**src/rtl/uart_rx_byte_fifo_pkg.sv**
```systemverilog
// Shared defaults and helpers for the UART receive byte FIFO.
// Sizes the storage and the saturating drop counter.
package uart_rx_byte_fifo_pkg;

    localparam int DATA_W_DEF = 8;
    localparam int ADDR_W_DEF = 4;
    localparam logic [7:0] DROP_CNT_MAX = 8'hFF;

    // The drop counter saturates so a long overrun never wraps back to a small count.
    function automatic logic [7:0] drop_cnt_inc(input logic [7:0] cnt);
        return (cnt == DROP_CNT_MAX) ? cnt : cnt + 8'd1;
    endfunction

endpackage

```
**src/rtl/uart_fifo_mem.sv**
```systemverilog
// Simple dual-port storage: synchronous write, registered read with read enable.
// The read register is reset so the popped-byte output starts at zero.
module uart_fifo_mem
    import uart_rx_byte_fifo_pkg::*;
#(
    parameter int DATA_W = DATA_W_DEF,
    parameter int ADDR_W = ADDR_W_DEF
) (
    input  logic              CLK,
    input  logic              RSTn,
    input  logic              i_wr_en,
    input  logic [ADDR_W-1:0] i_wr_addr,
    input  logic [DATA_W-1:0] i_wr_data,
    input  logic              i_rd_en,
    input  logic [ADDR_W-1:0] i_rd_addr,
    output logic [DATA_W-1:0] o_rd_data
);

    localparam int DEPTH = 1 << ADDR_W;

    logic [DATA_W-1:0] r_mem [0:DEPTH-1];
    logic [DATA_W-1:0] r_rd_data;

    always_ff @(posedge CLK) begin
        if (i_wr_en) begin
            r_mem[i_wr_addr] <= i_wr_data;
        end
    end

    // Read-before-write on a shared address: a pop at Full sees the old byte.
    always_ff @(posedge CLK or negedge RSTn) begin
        if (!RSTn) begin
            r_rd_data <= '0;
        end else if (i_rd_en) begin
            r_rd_data <= r_mem[i_rd_addr];
        end
    end

    assign o_rd_data = r_rd_data;

endmodule

```
**src/rtl/uart_rx_byte_fifo.sv**
```systemverilog
// Buffers bytes from the UART receive controller and hands them to host logic
// through a registered read-request/valid handshake, with overflow accounting.
module uart_rx_byte_fifo
    import uart_rx_byte_fifo_pkg::*;
#(
    parameter int DATA_W = DATA_W_DEF,
    parameter int ADDR_W = ADDR_W_DEF
) (
    input  logic              CLK,
    input  logic              RSTn,
    input  logic              RX_Done_Sig,
    input  logic [DATA_W-1:0] RX_Data,
    input  logic              Rd_Req,
    input  logic              Ovf_Clr,
    output logic [DATA_W-1:0] Rd_Data,
    output logic              Rd_Valid,
    output logic              Empty,
    output logic              Full,
    output logic [ADDR_W:0]   Level,
    output logic              Overflow,
    output logic [7:0]        Drop_Cnt
);

    localparam logic [ADDR_W:0] LEVEL_FULL = (ADDR_W+1)'(1 << ADDR_W);

    logic [ADDR_W-1:0] r_wr_ptr;
    logic [ADDR_W-1:0] r_rd_ptr;
    logic [ADDR_W:0]   r_level;
    logic              r_rd_valid;
    logic              r_overflow;
    logic [7:0]        r_drop_cnt;

    logic              w_empty;
    logic              w_full;
    logic              w_pop;
    logic              w_push;
    logic              w_drop;
    logic [DATA_W-1:0] w_rd_data;

    assign w_empty = (r_level == '0);
    assign w_full  = (r_level == LEVEL_FULL);

    // A pop in the same cycle frees a slot, so a write at Full is still accepted.
    assign w_pop  = Rd_Req && !w_empty;
    assign w_push = RX_Done_Sig && (!w_full || w_pop);
    assign w_drop = RX_Done_Sig && w_full && !w_pop;

    uart_fifo_mem #(
        .DATA_W (DATA_W),
        .ADDR_W (ADDR_W)
    ) u_mem (
        .CLK       (CLK),
        .RSTn      (RSTn),
        .i_wr_en   (w_push),
        .i_wr_addr (r_wr_ptr),
        .i_wr_data (RX_Data),
        .i_rd_en   (w_pop),
        .i_rd_addr (r_rd_ptr),
        .o_rd_data (w_rd_data)
    );

    always_ff @(posedge CLK or negedge RSTn) begin
        if (!RSTn) begin
            r_wr_ptr   <= '0;
            r_rd_ptr   <= '0;
            r_level    <= '0;
            r_rd_valid <= 1'b0;
        end else begin
            r_rd_valid <= w_pop;
            if (w_push) begin
                r_wr_ptr <= r_wr_ptr + 1'b1;
            end
            if (w_pop) begin
                r_rd_ptr <= r_rd_ptr + 1'b1;
            end
            case ({w_push, w_pop})
                2'b10:   r_level <= r_level + 1'b1;
                2'b01:   r_level <= r_level - 1'b1;
                default: r_level <= r_level;
            endcase
        end
    end

    // A drop in the same cycle as a clear wins and restarts the count at one.
    always_ff @(posedge CLK or negedge RSTn) begin
        if (!RSTn) begin
            r_overflow <= 1'b0;
            r_drop_cnt <= 8'd0;
        end else if (w_drop) begin
            r_overflow <= 1'b1;
            r_drop_cnt <= Ovf_Clr ? 8'd1 : drop_cnt_inc(r_drop_cnt);
        end else if (Ovf_Clr) begin
            r_overflow <= 1'b0;
            r_drop_cnt <= 8'd0;
        end
    end

    assign Rd_Data  = w_rd_data;
    assign Rd_Valid = r_rd_valid;
    assign Empty    = w_empty;
    assign Full     = w_full;
    assign Level    = r_level;
    assign Overflow = r_overflow;
    assign Drop_Cnt = r_drop_cnt;

endmodule

```
**config.mk**
```make
export PLATFORM = sky130hd
export DESIGN_NAME = uart_rx_byte_fifo
export DESIGN_NICKNAME = d
export VERILOG_FILES = /design/src/rtl/uart_rx_byte_fifo_pkg.sv /design/src/rtl/uart_fifo_mem.sv /design/src/rtl/uart_rx_byte_fifo.sv
export SDC_FILE = /design/constraint.sdc
export NUM_CORES = 1
export LEC_CHECK = 0
export ABC_AREA = 1
export ABC_CLOCK_PERIOD_IN_PS = 6000
export CAP_MARGIN = 30
export CORE_ASPECT_RATIO = 1.25
export CORE_UTILIZATION = 35
export CTS_CLUSTER_DIAMETER = 30
export DETAILED_ROUTE_END_ITERATION = 8
export PLACE_DENSITY = 0.58
export SYNTH_ARGS = -nofsm -noshare
export SYNTH_HDL_FRONTEND = slang
export SYNTH_SLANG_ARGS = --single-unit
```
**constraint.sdc**
```tcl
create_clock -name CLK -period 6 [get_ports CLK]
set_clock_uncertainty 0.1 [all_clocks]
set_input_delay 0.6 -clock CLK [delete_from_list [all_inputs] [get_ports CLK]]
set_output_delay 0.6 -clock CLK [all_outputs]
set_load 0.02 [all_outputs]
```
* Word-level counts from Yosys, hierarchy flattened
Memories as Yosys holds them, arrays and structs flattened. A register that Yosys moved wholly into a read port is not among the register bits.
Index checks and enable logic that the tools add are counted.
** Storage, ports and cells
- Memories :: 1
- Register bits after elaboration :: 23
- Bits of input ports :: 13
- Word-level logic and storage cells :: 39
- Bits in writable memories :: 128
- Output and inout port bits :: 25
** Cells by class
- Muxes and demuxes :: 9
- Equal/unequal tests :: 5
- Reductions and logical operators :: 13
- Add/sub/neg operators :: 5
** Memories
- u_mem.r_mem :: depth 16, width 8, read ports 1, clocked after Yosys merged registers in 1, write ports 1, RTL line uart_fifo_mem.sv:21 : logic [DATA_W-1:0] r_mem [0:DEPTH-1];
** Operator list (number)
- $mux 8 :: 4
- $pmux 5 s2 :: 1
- $add 4x1->4 const B :: 2
- $add 8x1->8 const B :: 1
- $eq 8x8->1 const B :: 1
- $add 5x1->5 const B :: 1
- $eq 5x5->1 const B :: 1
- $logic_not 5->1 :: 1
- $sub 5x1->5 const B :: 1
- $logic_and 1x1->1 :: 4
- $logic_not 1->1 :: 4
- $mux 1 :: 4
- $reduce_bool 2->1 :: 2
- $eq 2x1->1 const B :: 1
- $eq 2x2->1 const B :: 1
- $ne 2x2->1 const B :: 1
- $reduce_and 2->1 :: 1
- $logic_or 1x1->1 :: 1

* Longest topological paths before layout
Gate-level depths: netlist of the first run.
- Word-level depth :: 7
- Depth in mapped cells :: 15
- Depth with buffers taken out :: 15

* By module
A second synthesis of the first run with hierarchy kept.
** Second synthesis, totals
- Cell total of the unflattened synthesis :: 642
- Area total of the unflattened synthesis :: 6999.2 um^2
** Modules (own cells, without submodules)
- uart_fifo_mem :: area each 5635.4 um^2, cells each 483, seq. area each 4043.9 um^2, times used 1
- uart_rx_byte_fifo :: area each 1363.8 um^2, cells each 159, seq. area each 575.6 um^2, times used 1

* Worst setup path after synthesis of the first run
Ideal clock, no wire load.
- Kind :: reg2reg
- Start :: register r_level[1] (netlist: Level[1])
- End :: register r_level[4] (netlist: Level[4])
- Library setup time :: 0.117 ns
- Data arrival time :: 2.222 ns
- Path buffers :: 1
- Setup slack :: 3.561 ns
- Stages on the path, launching flop included :: 16
- Period minus slack after synthesis :: 2.439 ns
- Data required time :: 5.783 ns
- Cell sequence :: dfrtp_1 > nor2_4 > nand4_1 > nand2_2 > inv_2 > buf_6 > ha_1 > xor2_1 > ha_1 > inv_1 > nand2_1 > nand3_1 > nand2_1 > xor2_1 > nand2_1 > nand2_1
** Between the ends
- Cells in the longest elaborated chain, start to end :: 7
- Elaborated cells between the ends (all ways) :: 13
- Classes of those cells :: 2 x add/sub; 3 x eq/ne; 1 x mux; 7 x reduce/logical
** RTL lines
- from (decl) :: RTL line uart_rx_byte_fifo.sv:28 : logic [ADDR_W:0] r_level;
- from (signal assigned) :: RTL line uart_rx_byte_fifo.sv:77 : 2'b10: r_level <= r_level + 1'b1;
- from (signal assigned) :: RTL line uart_rx_byte_fifo.sv:78 : 2'b01: r_level <= r_level - 1'b1;
- from (signal assigned) :: RTL line uart_rx_byte_fifo.sv:79 : default: r_level <= r_level;
- $logic_not 5->1 (*) :: RTL line uart_rx_byte_fifo.sv:40 : assign w_empty = (r_level == '0);
- $logic_not 1->1 (*) :: RTL line uart_rx_byte_fifo.sv:44 : assign w_pop = Rd_Req && !w_empty;
- $logic_and 1x1->1 (*) :: RTL line uart_rx_byte_fifo.sv:44
- named net u_mem.i_rd_en :: RTL line uart_fifo_mem.sv:14 : input logic i_rd_en,
- $logic_or 1x1->1 :: RTL line uart_rx_byte_fifo.sv:45 : assign w_push = RX_Done_Sig && (!w_full || w_pop);
- $logic_and 1x1->1 :: RTL line uart_rx_byte_fifo.sv:45
- $eq 2x1->1 / $eq 2x2->1 (equally long branches) :: RTL line uart_rx_byte_fifo.sv:76 : case ({w_push, w_pop})
- $pmux 5 s2 / $reduce_bool 2->1 (equally long branches)
Mark *: on every way through the listed nets, which the timed path passes. The rest lies on a longest branch.
A chain may end at the register's enable or synchronous reset.

* Final worst setup path of the first run
- Start :: input port Rd_Req
- End :: register r_level[4] (netlist: Level[4])
** Between the ends
- Cells in the longest elaborated chain, start to end :: 5
- Elaborated cells between the ends (all ways) :: 7
- Classes of those cells :: 2 x eq/ne; 1 x mux; 4 x reduce/logical
** RTL lines
- from (decl) :: RTL line uart_rx_byte_fifo.sv:13 : input logic Rd_Req,
- $logic_and 1x1->1 (*) :: RTL line uart_rx_byte_fifo.sv:44
- $logic_or 1x1->1 :: RTL line uart_rx_byte_fifo.sv:45
- $logic_and 1x1->1 :: RTL line uart_rx_byte_fifo.sv:45
- $eq 2x1->1 / $eq 2x2->1 (equally long branches) :: RTL line uart_rx_byte_fifo.sv:76
- $pmux 5 s2 / $reduce_bool 2->1 (equally long branches)
Mark *: on every way between the ends. The rest lies on a longest branch, timed or not.

==> results.yml, run 1 <==
run_status:
  status: "completed"
sta:
  fin_ws_ns: 3.347
  whs_ns: 0.3867
  tightest_slew_ns: 0.9204
  max_slew_margin: 0.3841
  fin_tns_setup_ns: 0
  fin_crit_sh: 0.4422
  fin_crit_ns: 2.653
  setup_viol: 0
  max_freq_mhz: 376.9
  hold_viol: 0
  maxSlewViolCount: 0
  rsz0062_at_grt: "no"
job:
  cap_violations: 0
clocking:
  cts_max_path_buffers: 2
  post_cts_buffers: 0
  cts_tree: "done"
  clock_latency_ns: 0.42
  cts_hold_buffers: 0
  cts_num_sinks: 159
  cts_max_level: 4
  cts-buffers-inserted: 17
  clk_pin_slew_ns: 0.06
  cts_resized: 0
  cts_root_buffer: "clkbuf_16"
synth:
  synthCells: 742
  synth.top_cells.by_area: "edfxtp_1, nand2_1, dfrtp_1, nand3_1, inv_1"
  yosys.area.top_type_share: 0.5287
  async_flop_share: 0.1950
  yosysSeqAreaShare: 0.6353
  yosysUniqueCellTypes: 28
  synth_nets: 765
  synth-seq-cells: 159
  synth_top_cell_by_area: "edfxtp_1"
  synth-main-ff-cell: "edfxtp_1"
  synth-edff-count: 128
  syn_area_um2: 7271
  yosysWarnings: 0
  syn_avg_cell_area_um2: 9.799
die:
  die-area_um2: 21360
  initial_core_util: 0.3591
  coreArea_um2: 20250
  rows: 58
  die_h_um: 163.1
  die_w_um: 130.9
  pin_count: 38
setup_path:
  critPathKind: "in -> reg"
  reg2reg_slack_ns: 3.47
  endpoint_kind: "register"
  crit_fanout: 16
  crit_required_ns: 6.26
  arrival_ns: 2.91
  critPathLaunchType: "input port"
placement:
  placedInstanceArea_um2: 7858
  post-place-ws_ns: 2.909
  numPortBuffers: 37
  dp_hpwl_um: 9654
  gp_congestion: 0.7777
global_route:
  grt.total_usage: 0.1610
  antenna_found_initial: 0
  grt_pass1_vias: 4640
  grt_pass1_wl_um: 25170
  grt_overflow: 0
  grt_max_degree: 68
route:
  drtPass1Iterations: 4
  wl_met3_um: 362
  drc_errors: 0
  wirelength_um: 15870
  drtIter0Drc: 226
  top_layer_used: "met4"
  wl_met2_um: 8201
  met1_length_um: 7009
  avgRoutedWirePerCell_um: 14.98
  via_per_inst: 4.549
  ant_nets: 0
  vias: 4817
hold_path:
  min_path_type: "reg -> reg"
pwr:
  finalPower_mw: 3.824
  p_per_area_nw_per_um2: 452.5
  ir_worst_vdd_v: 0.0002132
  leakage_nw: 3.715
cells_and_area:
  fin_area_um2: 8451
  area_growth_pct: 16.23
  final_common_cell: "nand2_1"
  antenna_cells: 0
  final_cell_mix: "nand2_1, edfxtp_1, inv_1, nand3_1, clkdlybuf4s50_1"
  drive_above_1_share: 0.06210
  fin_nets: 799
==> sequential cells by signal, indices dropped and copies added (netlist names) <==
signal / flops
Level: 5
u_mem.o_rd_data: 8
Overflow: 1
Drop_Cnt: 8
r_wr_ptr: 4
r_rd_ptr: 4
Rd_Valid: 1
u_mem.r_mem: 128
==> where the power goes <==
| part | internal, mW | leakage, nW | switching, mW |
|---|---|---|---|
| clock network | 0.652 | 0.279 | 0.431 |
| logic | 0.410 | 1.89 | 0.861 |
| registers | 1.35 | 1.55 | 0.116 |
| total | 2.42 | 3.72 | 1.41 |
==> critical path, cell delays in order <==
cell             delay [ns]
clkdlybuf4s50_1        0.60
nand2_2                0.20
inv_2                  0.25
ha_1                   0.32
xor2_1                 0.22
ha_1                   0.17
inv_1                  0.04
nand2_1                0.09
nand3_1                0.08
nand2_1                0.08
xor2_1                 0.14
nand2_1                0.06
nand2_1                0.05
==> final cells by class <==
cell class | count | area (um^2)
multi-input cells | 427 | 2011
flip-flops and latches | 159 | 4621
clock inverters | 14 | 163.9
repair buffers | 41 | 400.4
well taps | 270 | 337.8
inverters | 130 | 488.0
clock buffers | 18 | 429.2
fillers | 1952 | 11800
==> final timing paths <==
| path | start | endpoint | cells past startpoint |
|---|---|---|---|
| max in group asynchronous | RSTn | r_rd_ptr[0] | 2 |
| setup / recovery | Rd_Req | Level[4] | 13 |
| hold / removal | u_mem.o_rd_data[3] | u_mem.o_rd_data[3] | 2 |
| min in group asynchronous | RSTn | u_mem.o_rd_data[4] | 2 |
| hold reg to reg | u_mem.o_rd_data[3] | u_mem.o_rd_data[3] | 2 |
| setup reg to reg | Level[1] | Level[4] | 14 |
==> cell usage after synthesis, types with 2 or more instances <==
cell type  instances
dfrtp_1           31
nand2_1          243
buf_2             17
edfxtp_1         128
nand4_1            2
buf_4              7
nor2_1            23
ha_1              10
clkinv_1           4
nor2_4             2
o21ai_1            6
o21ai_0            4
nand3_1          114
nand2_2            3
nor2_8             2
xor2_1            10
inv_2              5
inv_1            121
==> through the flow <==
step / instances / utilization
CTS: 1059 / 0.4174
detailed placement: 1027 / 0.3881
global route: 1059 / 0.4174
finish: 1059 / 0.4174
floorplan: 742 / -
global placement: 1027 / 0.3881
==> kinds of logic (layout without fill, tap and decap cells) <==
| group | count (synthesis) | count (layout) | share of synthesized area |
|---|---|---|---|
| adder cells (fa/ha/maj) | 10 | 10 | 0.01721 |
| XOR/XNOR | 11 | 11 | 0.01325 |
| buffers and inverters | 156 | 203 | 0.08811 |
| AO/OA/AOI/OAI | 15 | 15 | 0.01205 |
| AND/OR/NAND/NOR | 391 | 391 | 0.2340 |
| flip-flops | 159 | 159 | 0.6353 |
==> layer usage <==
metal | up-vias | global-route usage
met4 | 0 | 0.06217
li1 | 2439 | -
met1 | 2292 | 0.2024
met3 | 24 | 0.02751
met5 | - | 0
met2 | 62 | 0.2737
Note: power is estimated with default switching activity, not from simulation.
==> run 2: changes to the inputs <==
- ABC_CLOCK_PERIOD_IN_PS: 6000 -> 2200
- PLACE_DENSITY: 0.58 -> 0.6
- clock period: 6 -> 2.2 ns (I/O delays scaled with it)
==> results.yml, run 2 (synthesized netlist as in run 1, its figures left out) <==
route:
  vias: 5079
  wirelength_um: 16740
  drtIter0Drc: 294
  drc_errors: 0
  via_per_inst: 4.605
  avgRoutedWirePerCell_um: 15.17
  drtPass1Iterations: 4
  ant_nets: 0
placement:
  dp_hpwl_um: 10750
  dp.cells: 1068
  gp_congestion: 0.8499
  numPortBuffers: 37
setup_path:
  critPathSlowestCell: "clkdlybuf4s50_1"
  critPathKind: "reg -> out"
  crit_family: "buffers and inverters"
  crit_fanout: 2
  reg2reg_slack_ns: 0.06
  path_buf_inv: 2
  endpoint_kind: "primary output"
  r2r-end: "Level[4]"
  arrival_ns: 1.82
  crit_required_ns: 1.88
  crit_path_cell_trace: "nor2_4 > nand4_1 > inv_1 > clkdlybuf4s50_1"
  rr_startpoint: "Level[1]"
  r2r.worst_path.cells: 15
  path_depth: 4
  critPathLaunchType: "register"
  max_stage_delay_ns: 0.59
global_route:
  antenna_found_initial: 0
  grt_pass1_vias: 4919
  grt.total_usage: 0.1685
  grt_overflow: 0
  grt_pass1_wl_um: 26270
  grt_max_degree: 45
cells_and_area:
  final_util: 0.4357
  antenna_cells: 0
  final_common_cell: "nand2_1"
  largest_register_ffs: 128
  area_growth_pct: 21.34
  drive_above_1_share: 0.1273
  final_cell_mix: "nand2_1, edfxtp_1, inv_1, nand3_1, buf_4"
  top_register: "u_mem.r_mem"
  final_cells: 1103
  fin_nets: 843
sta:
  fin_crit_ns: 2.139
  whs_ns: 0.1029
  rsz0062_at_grt: "yes"
  setup_viol: 0
  fin_crit_sh: 0.9721
  tightest_slew_ns: 0.7118
  maxSlewViolCount: 0
  max_slew_margin: 0.5240
  max_freq_mhz: 467.6
  hold_viol: 0
clocking:
  clk_pin_slew_ns: 0.07
  cts_num_sinks: 159
  cts_hold_buffers: 0
  cts-buffers-inserted: 17
  cts_tree: "done"
  cts_max_level: 4
  cts_root_buffer: "clkbuf_16"
  clock_latency_ns: 0.42
  cts_max_path_buffers: 2
die:
  die_h_um: 163.1
  die-area_um2: 21360
  pin_count: 38
  initial_core_util: 0.3591
  die_w_um: 130.9
  rows: 58
  coreArea_um2: 20250
job:
  cap_violations: 0
pwr:
  ir_worst_vdd_v: 0.0004975
  p_per_area_nw_per_um2: 1211
  leakage_nw: 3.936
hold_path:
  min_path_type: "in -> async"
run_status:
  status: "completed"
==> run 2: layout make-up <==
type                            instances  area (um^2)
Tap cell                              270        337.8
Fill cell                            1925        11420
Clock buffer                           17        425.4
Multi-Input combinational cell        427         2056
Timing Repair Buffer                   85        755.7
Clock inverter                         15        136.4
Sequential cell                       159         4623
Inverter                              130        488.0
==> run 2: how the worst max path moves through the flow <==
stage / start / to / slack, ns
after global routing: Level[1] / Level[4] / -0.08
after global placement: Rd_Req / Level[4] / -0.11
final: Level[1] / Empty / 0.06
after floorplan: Level[2] / Level[4] / -0.08
after CTS: Level[2] / Level[4] / 0.02
after detailed placement: Rd_Req / Level[4] / -0.15
==> run 2: timing repair <==
item,in CTS,in global routing
setup endpoints to repair,1,3
setup buffers,1,2
gates resized for setup,2,5
pin swaps,1,9
==> run 2: power by group <==
part	total (mW)	leakage, nW	internal [mW]	switching [mW]
Sequential	3.89	1.54	3.69	0.195
Combinational	4.00	2.12	1.41	2.59
Clock	2.80	0.270	1.57	1.23
==> run 2: per-stage QoR <==
step	power (mW)	setup slack [ns]	setup TNS (ns)	area [um^2]
CTS	10.74	0.01720	0	8785
global placement	7.873	-0.1111	-0.1111	8208
floorplan	6.454	-0.08200	-0.08200	7288
detailed placement	7.918	-0.1487	-0.1971	8208
global route	11.30	-0.08025	-0.1413	8822
finish	10.69	0.06147	0	8822
==> run 2: per-layer routing <==
metal / global-route usage / part of all wire / vias to the layer above
met3: 0.02719 / 0.031 / 24
li1: - / - / 2525
met1: 0.1992 / 0.41 / 2431
met4: 0.08307 / 0.028 / 0
met2: 0.2937 / 0.53 / 99
met5: 0 / 0 / -
==> run 3: changes to the inputs <==
- GPL_TIMING_DRIVEN: unset -> 0
- SLEW_MARGIN: unset -> 20
==> results.yml, run 3 (synthesized netlist as in run 1, its figures left out) <==
setup_path:
  cp_common_cell: "nand2_1"
  reg2reg_slack_ns: -0.05
  rr_startpoint: "Level[2]"
  max_stage_delay_ns: 0.43
  endpoint_kind: "register"
  critPathLaunchType: "register"
  r2r-end: "Level[4]"
  crit_fanout: 7
  arrival_ns: 2.51
  r2r.worst_path.cells: 13
  crit_path_cell_trace: "nor2_4 > nand4_1 > nand2_4 > clkinv_8 > ha_4 > ha_1 > inv_1 > o21bai_1 > inv_1 > nand2_1 > xor2_1 > nand2_1 > nand2_1"
  critPathKind: "reg -> reg"
  crit_required_ns: 2.46
  critPathSlowestCell: "dfrtp_2"
hold_path:
  min_path_type: "in -> async"
pwr:
  p_per_area_nw_per_um2: 1238
  leakage_nw: 3.908
  finalPower_mw: 10.88
  ir_worst_vdd_v: 0.0005583
route:
  drtPass1Iterations: 5
  drtIter0Drc: 332
  via_per_inst: 4.606
  wirelength_um: 17170
  drc_errors: 0
  avgRoutedWirePerCell_um: 15.67
  vias: 5048
  ant_nets: 0
sta:
  rsz0062_at_grt: "yes"
  maxSlewViolCount: 0
  hold_viol: 0
  tightest_slew_ns: 0.8217
  fin_crit_ns: 2.253
  fin_ws_ns: -0.05340
  setup_viol: 1
  max_slew_margin: 0.4505
  max_freq_mhz: 443.8
  fin_crit_sh: 1.024
cells_and_area:
  fillCellCount: 1884
  final_common_cell: "nand2_1"
  top_register: "u_mem.r_mem"
  fin_nets: 836
  largest_register_ffs: 128
  drive_above_1_share: 0.1392
  antenna_cells: 0
  final_cell_mix: "nand2_1, edfxtp_1, inv_1, nand3_1, clkdlybuf4s50_1"
  final_util: 0.4339
  area_growth_pct: 20.84
die:
  die_h_um: 163.1
  pin_count: 38
  rows: 58
  die_w_um: 130.9
  initial_core_util: 0.3591
  coreArea_um2: 20250
  die-area_um2: 21360
placement:
  numPortBuffers: 37
  dp_hpwl_um: 11680
  post-place-ws_ns: -0.5075
  gp_congestion: 0.8309
clocking:
  cts_max_level: 4
  cts_max_path_buffers: 2
  clock_latency_ns: 0.42
  cts-buffers-inserted: 17
  cts_num_sinks: 159
  cts_tree: "done"
  cts_root_buffer: "clkbuf_16"
  clk_pin_slew_ns: 0.07
global_route:
  grt-busiest-layer: "met2"
  gr-usage-met1: 0.2130
  grt_max_degree: 31
  grt_overflow: 0
  use_met3: 0.03112
  use_met2: 0.3035
  grt_pass1_vias: 4816
  antenna_found_initial: 0
  grt.total_usage: 0.1737
  grt_pass1_wl_um: 26890
job:
  cap_violations: 0
run_status:
  violations: "setup timing"
  status: "finished with violations"
run 3: power by group:
group / internal (mW) / switching (mW)
clock: 1.53 / 1.36
sequential: 3.69 / 0.216
combinational: 1.38 / 2.70
total: 6.61 / 4.27
run 3: through the flow:
stage	area [um^2]	hold WS [ns]	setup TNS (ns)	std cells
finish	8786	0.02262	-0.05340	1096
CTS	8673	0.009069	-0.07564	1089
global route	8786	0.02040	-0.2246	1096
detailed placement	8011	-0.07940	-24.64	1050
global placement	7996	0.3638	-21.35	1049
floorplan	7288	-0.1756	-0.08200	742
run 3: layer usage:
layer	vias up	wire [um]
met5	-	0
met4	0	333
met3	16	619
met2	123	9197
met1	2399	7020
li1	2510	-
run 3: area by class of cell:
type | count | area (um^2) | share of cell area
buffer | 25 | 141.4 | 0.01609
clock buffer | 17 | 425.4 | 0.04842
clock inverter | 15 | 163.9 | 0.01866
inverter | 130 | 503.0 | 0.05725
multi-input combinational | 427 | 2087 | 0.2375
sequential | 159 | 4624 | 0.5263
tap | 270 | 337.8 | 0.03845
timing repair buffer | 53 | 503.0 | 0.05725
run 3: worst max path at each step:
stage / start / endpoint / slack, ns
floorplan: Level[2] / Level[4] / -0.08
global placement: Rd_Req / Level[4] / -0.46
detailed placement: Rd_Req / Level[4] / -0.51
CTS: Level[1] / Level[4] / -0.06
global route: Level[2] / Level[4] / -0.15
finish: Level[2] / Level[4] / -0.05
run 3: worst max-delay path: cells and delay by family, from the launching register on:
family,cells,cell delay (ns)
buffers and inverters,3,0.19
DFF,1,0.43
and+or+nand+nor,6,0.68
AOI/OAI and AO/OA,1,0.14
adders and majority gates,2,0.50
xor gates and xnor gates,1,0.15
run 3: what timing repair did:
action | 4_1_cts | 5_1_grt
hold endpoints to repair | 31 | 0
endpoints found under the setup margin | 18 | 91
pin swaps | 5 | 6
setup buffers | 7 | 7
hold buffers | 1 | 0
gates resized for setup | 8 | 26
